## config.mk

```make
export PLATFORM = sky130hd
export DESIGN_NAME = pkt_rr_scheduler
export DESIGN_NICKNAME = d
export VERILOG_FILES = /design/src/rtl/pkt_rr_scheduler.sv
export SDC_FILE = /design/constraint.sdc
export NUM_CORES = 1
export LEC_CHECK = 0
export CORE_MARGIN = 4
export CORE_UTILIZATION = 45
export DETAILED_ROUTE_END_ITERATION = 10
export PLACE_DENSITY = 0.79
export SYNTH_ARGS = -nofsm -noshare
export SYNTH_HDL_FRONTEND = slang
export SYNTH_SLANG_ARGS = --single-unit
```

## constraint.sdc

```tcl
create_clock -name clk -period 7.6 [get_ports clk]
set_input_delay 1.52 -clock clk [delete_from_list [all_inputs] [get_ports clk]]
set_output_delay 1.52 -clock clk [all_outputs]
set_load 0.005 [all_outputs]
```

## src/rtl/pkt_rr_scheduler.sv

```systemverilog
// rtl/pkt_rr_scheduler.sv - five-port round-robin packet scheduler with single multicast copy
// Ports:
//   clk, rst_n            clock; synchronous active-low reset
//   in_valid, in_ready    per-port request / registered accept (0 up, 1 down, 2 left, 3 right, 4 local)
//   in_data               port i occupies [i*WIDTH_PKT +: WIDTH_PKT]
//   out_valid, out_ready  output handshake (out_valid registered)
//   out_data, out_src     output packet and granted port index
//   out_is_copy           out_data is a generated copy
//   busy                  FSM not idle or any slot holds a packet
module pkt_rr_scheduler #(
   parameter int         WIDTH_PKT = 32,
   parameter logic [2:0] ADDRX     = 3'd0,
   parameter logic [4:0] ADDRY     = 5'd0,
   parameter int         DEPTH_R   = 21,
   parameter int         DEPTH_F   = 5
) (
   input  logic                   clk,
   input  logic                   rst_n,
   input  logic [4:0]             in_valid,
   output logic [4:0]             in_ready,
   input  logic [5*WIDTH_PKT-1:0] in_data,
   output logic                   out_valid,
   input  logic                   out_ready,
   output logic [WIDTH_PKT-1:0]   out_data,
   output logic [2:0]             out_src,
   output logic                   out_is_copy,
   output logic                   busy
);

   typedef enum logic [1:0] {S_IDLE, S_SEND, S_COPY} state_t;

   // Copy eligibility depends only on where this node sits in the mesh.
   localparam logic [4:0] LAST_Y  = 5'(DEPTH_R - 1);
   localparam logic [2:0] LAST_X  = 3'(DEPTH_F - 1);
   localparam bit         FILT_OK = (ADDRY != LAST_Y);
   localparam bit         IFM_OK  = (ADDRY != 5'd0) && (ADDRX != LAST_X);

   state_t               state_q, state_d;
   logic [2:0]           ptr_q, ptr_d;
   logic [4:0]           slot_full_q, slot_full_d, slot_clr;
   logic [WIDTH_PKT-1:0] slot_data_q [5];
   logic [4:0]           in_ready_q;
   logic                 out_valid_q, out_valid_d;
   logic [WIDTH_PKT-1:0] out_data_q, out_data_d;
   logic [2:0]           out_src_q, out_src_d;
   logic                 out_is_copy_q, out_is_copy_d;
   logic [4:0]           accept;
   logic [2:0]           grant_idx;
   logic                 dst_here, need_filt, need_ifm;
   logic [WIDTH_PKT-1:0] copy_pkt;

   function automatic logic [2:0] rr_idx(input logic [2:0] base, input logic [2:0] off);
      logic [3:0] s;
      s = {1'b0, base} + {1'b0, off};
      if (s >= 4'd5) s = s - 4'd5;
      return s[2:0];
   endfunction

   assign accept = in_valid & in_ready_q;

   // Descending scan so the lowest offset from ptr wins.
   always_comb begin
      grant_idx = ptr_q;
      for (int k = 4; k >= 0; k--) begin
         if (slot_full_q[rr_idx(ptr_q, 3'(k))]) grant_idx = rr_idx(ptr_q, 3'(k));
      end
   end

   // Copy decision is taken from the original packet held in out_data_q during SEND.
   assign dst_here  = (out_data_q[28:21] == {ADDRY, ADDRX});
   assign need_filt = FILT_OK && (out_data_q[30:29] == 2'b00) && dst_here;
   assign need_ifm  = IFM_OK  && (out_data_q[30:29] == 2'b01) && dst_here;

   always_comb begin
      copy_pkt = out_data_q;
      if (need_filt) copy_pkt[28:24] = ADDRY + 5'd1;
      if (need_ifm) begin
         copy_pkt[28:24] = ADDRY - 5'd1;
         copy_pkt[23:21] = ADDRX + 3'd1;
      end
   end

   always_comb begin
      state_d       = state_q;
      ptr_d         = ptr_q;
      out_valid_d   = out_valid_q;
      out_data_d    = out_data_q;
      out_src_d     = out_src_q;
      out_is_copy_d = out_is_copy_q;
      slot_clr      = 5'b0;
      case (state_q)
         S_IDLE: begin
            if (|slot_full_q) begin
               out_data_d    = slot_data_q[grant_idx];
               out_src_d     = grant_idx;
               out_is_copy_d = 1'b0;
               out_valid_d   = 1'b1;
               state_d       = S_SEND;
            end else begin
               out_valid_d = 1'b0;
            end
         end
         S_SEND: begin
            if (out_ready) begin
               if (need_filt || need_ifm) begin
                  out_data_d    = copy_pkt;
                  out_is_copy_d = 1'b1;
                  state_d       = S_COPY;
               end else begin
                  slot_clr    = 5'b1 << out_src_q;
                  ptr_d       = rr_idx(out_src_q, 3'd1);
                  out_valid_d = 1'b0;
                  state_d     = S_IDLE;
               end
            end
         end
         S_COPY: begin
            if (out_ready) begin
               slot_clr    = 5'b1 << out_src_q;
               ptr_d       = rr_idx(out_src_q, 3'd1);
               out_valid_d = 1'b0;
               state_d     = S_IDLE;
            end
         end
         default: begin
            out_valid_d = 1'b0;
            state_d     = S_IDLE;
         end
      endcase
      slot_full_d = (slot_full_q & ~slot_clr) | accept;
   end

   always_ff @(posedge clk) begin
      if (!rst_n) begin
         state_q       <= S_IDLE;
         ptr_q         <= 3'd0;
         slot_full_q   <= 5'b0;
         in_ready_q    <= 5'b0;
         out_valid_q   <= 1'b0;
         out_data_q    <= '0;
         out_src_q     <= 3'd0;
         out_is_copy_q <= 1'b0;
      end else begin
         state_q       <= state_d;
         ptr_q         <= ptr_d;
         slot_full_q   <= slot_full_d;
         // Based on next-state fullness so a slot never accepts twice.
         in_ready_q    <= ~slot_full_d;
         out_valid_q   <= out_valid_d;
         out_data_q    <= out_data_d;
         out_src_q     <= out_src_d;
         out_is_copy_q <= out_is_copy_d;
      end
   end

   // Slot payload is qualified by slot_full_q, so it needs no reset.
   always_ff @(posedge clk) begin
      for (int i = 0; i < 5; i++) begin
         if (accept[i]) slot_data_q[i] <= in_data[i*WIDTH_PKT +: WIDTH_PKT];
      end
   end

   assign in_ready    = in_ready_q;
   assign out_valid   = out_valid_q;
   assign out_data    = out_data_q;
   assign out_src     = out_src_q;
   assign out_is_copy = out_is_copy_q;
   assign busy        = (state_q != S_IDLE) || (|slot_full_q);

endmodule

```

==> results by group, run 1 <==
Final layout
  • Area Overhead vs Synth: 31.2%
  • Share of layout cells above drive strength 1: 10.2%
  • Antenna diodes: 0
  • Fin area: 12200 µm²
  • Final core occ: 60.1%
  • NumNets Final: 1046
  • Finished Layout Cells: 1145

Outcome
  • Status: complete, no violations

Worst setup path
  • Required time worst endpoint: 7.93 ns
  • Worst path top cell family by delay: simple AND/OR/NAND/NOR gates
  • Register-to-Register Path Depth: 12
  • Worst-path fanout max: 52
  • Crit. End Element: flip-flop
  • Worst-path cell with the longest stage delay: and2_4
  • Cell mode on critical path: inv_1
  • R2R Setup Slk: 2.69 ns
  • Reg2reg end: out_data[12]
  • Startpoint Class: flip-flop
  • Critical path type: reg -> reg
  • CP Data Arrival Time: 5.25 ns
  • Crit-path cells: inv_1, ha_1, inv_1, nor4b_1, nor4_2, a21oi_1, o21bai_1, o221ai_1, and2_4, buf_4, mux2i_1, o221ai_2
  • Bufs and invs on worst path: 3
  • CP max stage delay: 0.79 ns
  • R2R Path Start: ptr_q[1]

Yosys
  • Synth Area in Compound Gates: 13.6%
  • Adder-cell area share of the yosys netlist: 2.64%
  • Mapped Cells: 655
  • Top-area cell type share of the netlist area: 51.7%
  • Synthesized area: 9290 µm²
  • Syn avg cell area: 14.2 µm²
  • Synth area leader: edfxtp_1
  • Async set or reset register ratio after synthesis: 0%
  • Top_reg_cell synth: edfxtp_1
  • Post-synthesis sequential area ratio: 62.9%
  • Largest family of logic cells by synthesized area: compound AO/OA/AOI/OAI gates
  • Number of synthesized flops with an enable pin: 160
  • Main area contributors after synthesis: edfxtp_1 52%, dfxtp_1 11%, mux2i_1 7.3%
  • Yosys warns: 0
  • Mux cell area share after synthesis: 9.13%
  • Syn_nets: 842
  • Post-synthesis register bit count: 212
  • Synth unique cells: 71
  • Synth Area in XOR/XNOR: 0.377%
  • Synth Area in Simple Gates: 7.26%

Timing
  • Min cycle time layout: 4.91 ns
  • Final setup fails: 0
  • Final hold vios: 0
  • Fmax: 204 MHz
  • Setup Skew: 0.0116 ns
  • Tcrit/Tclk final: 64.7%
  • Setup TNS: 0 ns
  • Slew margin rel.: 25.0%
  • RSZ-0062 raised after global routing: no
  • Worst-margin pin slew: 1.11 ns
  • Slew Limit Fails: 0

GRT
  • Total global routing overflow: 0
  • Total GRT Usage: 21.4%
  • Vias in the first global route: 6638
  • Global-route wire length before repair: 37200 µm
  • Pin count of the biggest net entering global routing: 53
  • Initial antenna violation count: 1

Placed design
  • Input/output buffers: 210
  • Placed Cells: 1104
  • Placed Area: 11500 µm²
  • DP HPWL: 17100 µm
  • Final GP Congestion: 0.862

Floorplan
  • Site Rows: 52
  • Initial core utilization: 45.8%
  • Die area: 23000 µm²
  • I/O pins: 211
  • Height of the die: 152 µm
  • Placeable core area: 20300 µm²
  • Die width: 152 µm

Routing
  • Drt drc: 0
  • DRT iter0 DRCs: 533
  • Vias per cell: 5.60
  • Post-DR wirelength/cell: 22.1 µm
  • Antenna-violating nets left: 0
  • First drt pass iteration count: 6
  • Vias: 6414
  • Total Wirelength: 25300 µm

Pwr
  • Total Power: 3.70 mW
  • Leak pwr: 4.22 nW
  • Peak supply drop: 0.000192 V
  • Power Density: 303 nW/µm²

Clock network
  • Htree depth: 1
  • Postcts setup bufs: 0
  • Post-cts sizing count: 0
  • Hold_buf cts: 0
  • CTS Buf Count: 23
  • Clock slew at reported path FFs: 0.06 ns
  • CTS Sinks: 212
  • Clock tree buffer depth: 3
  • CTS tree: built
  • Clock Latency Late Sink: 0.51 ns
  • Clock Tree Root: clkbuf_16

Min path
  • Hold Path Class: reg -> reg
  • Hold endpoint: out_data[30]
  • Hold Path Depth: 2
  • Min-delay src: slot_data_q[4][30]

Run
  • Total of max-cap violations: 0
kinds of logic after synthesis:
family	Yosys count
flops	212
compound gates	151
simple gates	134
mux	77
buf+inv	58
fa+ha+maj	19
xor+xnor	4
through the flow:
stage / hold slack (ns) / worst slack, ns
4_1_cts: 0.473 / 2.71
6_report: 0.474 / 2.69
3_3_place_gp: 0.456 / 2.90
2_1_floorplan: 0.449 / 3.96
5_1_grt: 0.490 / 2.21
3_5_place_dp: 0.460 / 2.73
report_power, final:
group,switching [mW],internal (mW),leakage [nW]
combinational,0.603,0.575,1.98
sequential,0.0969,1.39,1.91
clock,0.440,0.599,0.333
state kept, by name, summed over array words and instances (netlist names):
| name | flops |
|---|---|
| slot_data_q | 160 |
| out_data | 32 |
| in_ready | 5 |
| slot_full_q | 5 |
| out_src | 3 |
| ptr_q | 3 |
| state_q | 2 |
| out_is_copy | 1 |
| out_valid | 1 |
Yosys cell counts (3+ instances only):
master and instances:
and3_1 5, clkbuf_1 7, nand3_1 13, and2_1 14, o221ai_2 20, a211oi_1 3
ha_1 18, nand2_1 29, o21ai_0 8, a22oi_1 29, o21a_1 3, nor3_1 9
dfxtp_1 52, a32o_1 5, a21o_1 4, a21o_2 3, mux2i_1 68, a31oi_1 4
o221ai_1 13, nor2_1 36, nor4_1 5, nand2b_1 5, buf_6 7, xnor2_1 4
o31ai_1 3, a21oi_1 34, inv_1 20, mux4_2 5, buf_4 5, edfxtp_1 160
buf_2 10
layout make-up:
cell class              instances  area [µm²]
fillers                      1605        8110
flip-flops and latches        212        5850
multi-input cells             385        3090
repair buffers                215        2140
clock buffers                  33         613
well taps                     270         338
inverters                      22        82.6
clock inverters                 8        78.8
worst min-delay path, cell delays in order (launching register included):
cell      delay (ns)
edfxtp_1        0.31
a22oi_1         0.07
o221ai_2        0.06
worst max path at each step:
| stage | from | to | slack [ns] | cells after the start |
|---|---|---|---|---|
| after floorplan | ptr_q[0] | out_data[10] | 3.96 | 14 |
| after global placement | ptr_q[1] | out_data[12] | 2.90 | 12 |
| after detailed placement | ptr_q[1] | out_data[14] | 2.73 | 12 |
| after CTS | ptr_q[1] | out_data[12] | 2.71 | 12 |
| after global routing | ptr_q[1] | out_data[12] | 2.21 | 12 |
| final | ptr_q[1] | out_data[12] | 2.69 | 12 |
routing by layer:
| layer | vias up | GRT usage [%] | routed length [µm] |
|---|---|---|---|
| li1 | 2966 | - | - |
| met2 | 301 | 36.9 | 12500 |
| met1 | 3106 | 26.4 | 9870 |
| met4 | 2 | 6.20 | 694 |
| met3 | 39 | 6.01 | 2220 |
| met5 | - | 0 | 12 |
layout by cell type (no fill, tap or decap), types with 6 or more instances in the layout:
cell type	Yosys	routed
mux2i_1	68	68
nand3_1	13	13
clkbuf_16	0	23
a21oi_1	34	33
and2_1	14	8
ha_1	18	18
nor3_1	9	9
nor2_1	36	36
o221ai_1	13	13
nand2_1	29	29
clkinv_1	2	6
inv_1	20	20
o221ai_2	20	20
dfxtp_1	52	52
clkdlybuf4s50_1	0	210
a22oi_1	29	29
o21ai_0	8	8
clkbuf_1	7	10
edfxtp_1	160	160
Power figures use the tool's default switching activity.
==> inputs of run 2 (changes only) <==
clock period = 4.8 ns   (was 7.6 ns; I/O delays follow)
==> run 2 against run 1 <==
  * Cell count grew 0.70%
  * Sequential power grew 59%
  * Routed wire length grew 1.9%
  * Non-clock buffer count grew 8
  * Final area grew 1.3%
  * Largest power group unchanged
==> results by group, run 2 (same netlist as run 1, synthesis figures left out) <==
Worst setup path
  • Register-to-Register Path Depth: 13 (was 12)
  • Worst-path fanout max: 42 (was 52)
  • R2R Path Start: ptr_q[1] (unchanged)
  • Levels on crit path: 13 (was 12)
  • Crit. End Element: flip-flop (unchanged)
  • Worst Setup EP: out_data[31] (was out_data[12])
  • Startpoint Class: flip-flop (unchanged)
  • Required time worst endpoint: 5.16 ns (was 7.93 ns)
  • CP Data Arrival Time: 4.62 ns (was 5.25 ns)
  • Crit-path cells: inv_1, ha_1, ha_1, a21oi_2, and4_1, nor4_2, a21oi_1, o21a_1, o221ai_1, and2_4, buf_12, mux2i_1, o221ai_1 (was inv_1, ha_1, inv_1, nor4b_1, nor4_2, a21oi_1, o21bai_1, o221ai_1, and2_4, buf_4, mux2i_1, o221ai_2)
  • Worst-path cell with the longest stage delay: dfxtp_1 (was and2_4)
  • Worst path top cell family by delay: compound AO/OA/AOI/OAI gates (was simple AND/OR/NAND/NOR gates)
  • Crit path from: ptr_q[1] (unchanged)
  • CP max stage delay: 0.60 ns (was 0.79 ns)
  • Bufs and invs on worst path: 2 (was 3)
  • Critical path type: reg -> reg (unchanged)
  • Reg2reg end: out_data[31] (was out_data[12])
  • R2R Setup Slk: 0.54 ns (was 2.69 ns)

Placed design
  • Placed Area: 11600 µm² (was 11500 µm²)
  • Post-place setup slack: 0.351 ns (was 2.73 ns)
  • Input/output buffers: 210 (unchanged)
  • Final GP Congestion: 0.904 (was 0.862)
  • DP HPWL: 17500 µm (was 17100 µm)

Floorplan
  • Placeable core area: 20300 µm² (unchanged)
  • Height of the die: 152 µm (unchanged)
  • Die area: 23000 µm² (unchanged)
  • Site Rows: 52 (unchanged)
  • Die width: 152 µm (unchanged)
  • Initial core utilization: 45.8% (unchanged)
  • I/O pins: 211 (unchanged)

Timing
  • Final setup fails: 0 (unchanged)
  • Final hold vios: 0 (unchanged)
  • Setup Skew: 0.0173 ns (was 0.0116 ns)
  • Min cycle time layout: 4.26 ns (was 4.91 ns)
  • Setup TNS: 0 ns (unchanged)
  • RSZ-0062 raised after global routing: no (unchanged)
  • Hold WS: 0.466 ns (was 0.474 ns)
  • Tcrit/Tclk final: 88.8% (was 64.7%)
  • Slew margin rel.: 27.0% (was 25.0%)
  • Fmax: 235 MHz (was 204 MHz)
  • Crit path setup slack, layout: 0.539 ns (was 2.69 ns)
  • Slew Limit Fails: 0 (unchanged)
  • Worst-margin pin slew: 1.09 ns (was 1.11 ns)

GRT
  • Pin count of the biggest net entering global routing: 43 (was 53)
  • Initial antenna violation count: 0 (was 1)
  • Global-route wire length before repair: 37600 µm (was 37200 µm)
  • Total GRT Usage: 21.7% (was 21.4%)
  • Total global routing overflow: 0 (unchanged)
  • Vias in the first global route: 6552 (was 6638)

Clock network
  • CTS Sinks: 212 (unchanged)
  • Clock Tree Root: clkbuf_16 (unchanged)
  • Clock tree buffer depth: 3 (unchanged)
  • Clock slew at reported path FFs: 0.06 ns (about the same)
  • CTS Buf Count: 22 (was 23)
  • Clock Latency Late Sink: 0.50 ns (was 0.51 ns)
  • Htree depth: 1 (unchanged)
  • CTS tree: built (unchanged)

Final layout
  • Area Overhead vs Synth: 32.9% (was 31.2%)
  • Max reg flops: 160 (unchanged)
  • Fillers: 1521 (was 1605)
  • Share of layout cells above drive strength 1: 12.0% (was 10.2%)
  • Most common library cell in the layout ignoring fill and taps: clkdlybuf4s50_1 (unchanged)
  • Reg with most FFs: slot_data_q (unchanged)
  • NumNets Final: 1053 (was 1046)
  • Most frequent cells in the layout: 210 x clkdlybuf4s50_1, 160 x edfxtp_1, 68 x mux2i_1, 52 x dfxtp_1, 36 x nor2_1 (unchanged)
  • Fin area: 12300 µm² (was 12200 µm²)

Pwr
  • Total Power: 6.02 mW (was 3.70 mW)
  • Peak supply drop: 0.000324 V (was 0.000192 V)
  • Sw Ratio: 30.9% (was 30.8%)
  • Leak pwr: 4.31 nW (was 4.22 nW)
  • Clock Power Share: 28.8% (was 28.1%)
  • Sw power: 1.86 mW (was 1.14 mW)
  • Gate power share: 32.2% (was 31.8%)
  • Power Density: 488 nW/µm² (was 303 nW/µm²)
  • Seq pwr share: 39.0% (was 40.1%)
  • Internal power: 4.16 mW (was 2.56 mW)

Routing
  • First drt pass iteration count: 5 (was 6)
  • Vias: 6504 (was 6414)
  • DRT iter0 DRCs: 514 (was 533)
  • Post-DR wirelength/cell: 22.3 µm (was 22.1 µm)
  • Antenna-violating nets left: 0 (unchanged)
  • Drt drc: 0 (unchanged)
  • Vias per cell: 5.64 (was 5.60)
  • Total Wirelength: 25800 µm (was 25300 µm)

Min path
  • Hold Path Class: reg -> reg (unchanged)

Outcome
  • Status: complete, no violations (unchanged)

Run
  • Total of max-cap violations: 0 (unchanged)
## run 2: cell count changes in the layout (fill, tap and decap cells not counted), sizes merged
cell / previous run / this run
clkinv: 8 / 9
clkbuf: 33 / 28
bufinv: 1 / 2
diode: 0 / 1
buf: 5 / 13
clkinvlp: 0 / 2
## run 2: metal layers
metal  track usage [%]  wire, µm  up-vias
met5                 0         0        -
met4              7.82       791        0
met3              6.51      2490       52
met2              35.2     12400      333
met1              27.7     10100     3146
li1                  -         -     2973
## run 2: area by class of cell
class / count / area [µm²] / area share [%]
Timing Repair Buffer: 223 / 2240 / 18.1
Clock buffer: 28 / 614 / 4.98
Multi-Input combinational cell: 385 / 3100 / 25.1
Sequential cell: 212 / 5850 / 47.3
Clock inverter: 12 / 130 / 1.05
Antenna cell: 1 / 2.50 / 0.0203
Inverter: 22 / 82.6 / 0.669
Tap cell: 270 / 338 / 2.74
## run 2: power by group through the flow
| stage | clock (mW) | combinational (mW) | sequential [mW] |
|---|---|---|---|
| after floorplan | 0 | 1.24 | 2.34 |
| after global placement | 0 | 1.91 | 2.38 |
| after detailed placement | 0 | 1.93 | 2.38 |
| after CTS | 1.75 | 1.95 | 2.35 |
| after global routing | 1.83 | 2.09 | 2.37 |
| final | 1.73 | 1.94 | 2.35 |
## run 2: metrics by stage
step,util (%),std cells
2_1_floorplan,-,655
3_3_place_gp,57.1,1112
3_5_place_dp,57.1,1112
4_1_cts,60.8,1152
5_1_grt,60.8,1152
6_report,60.8,1153
## run 2: how the worst min path moves through the flow
stage	from	to	slack, ns	depth (start not counted)
floorplan	slot_data_q[4][19]	out_data[19]	0.45	2
global placement	slot_data_q[4][22]	out_data[22]	0.45	2
detailed placement	slot_data_q[4][14]	out_data[14]	0.46	2
CTS	slot_data_q[4][14]	out_data[14]	0.47	2
global route	slot_data_q[4][14]	out_data[14]	0.48	2
finish	slot_data_q[4][14]	out_data[14]	0.47	2
## run 2: tightest hold or removal path: cells and delay by family, from the launching register on
kind,cells,cell delay (ns)
DFF,1,0.31
AOI/OAI and AO/OA,2,0.13
## run 2: what timing repair did
item / CTS / global route
hold buffers: 0 / 0
gates resized for setup: 0 / 1
endpoints found under the hold margin: 0 / 0
buffers inserted: 0 / 0
endpoints found under the setup margin: 0 / 1
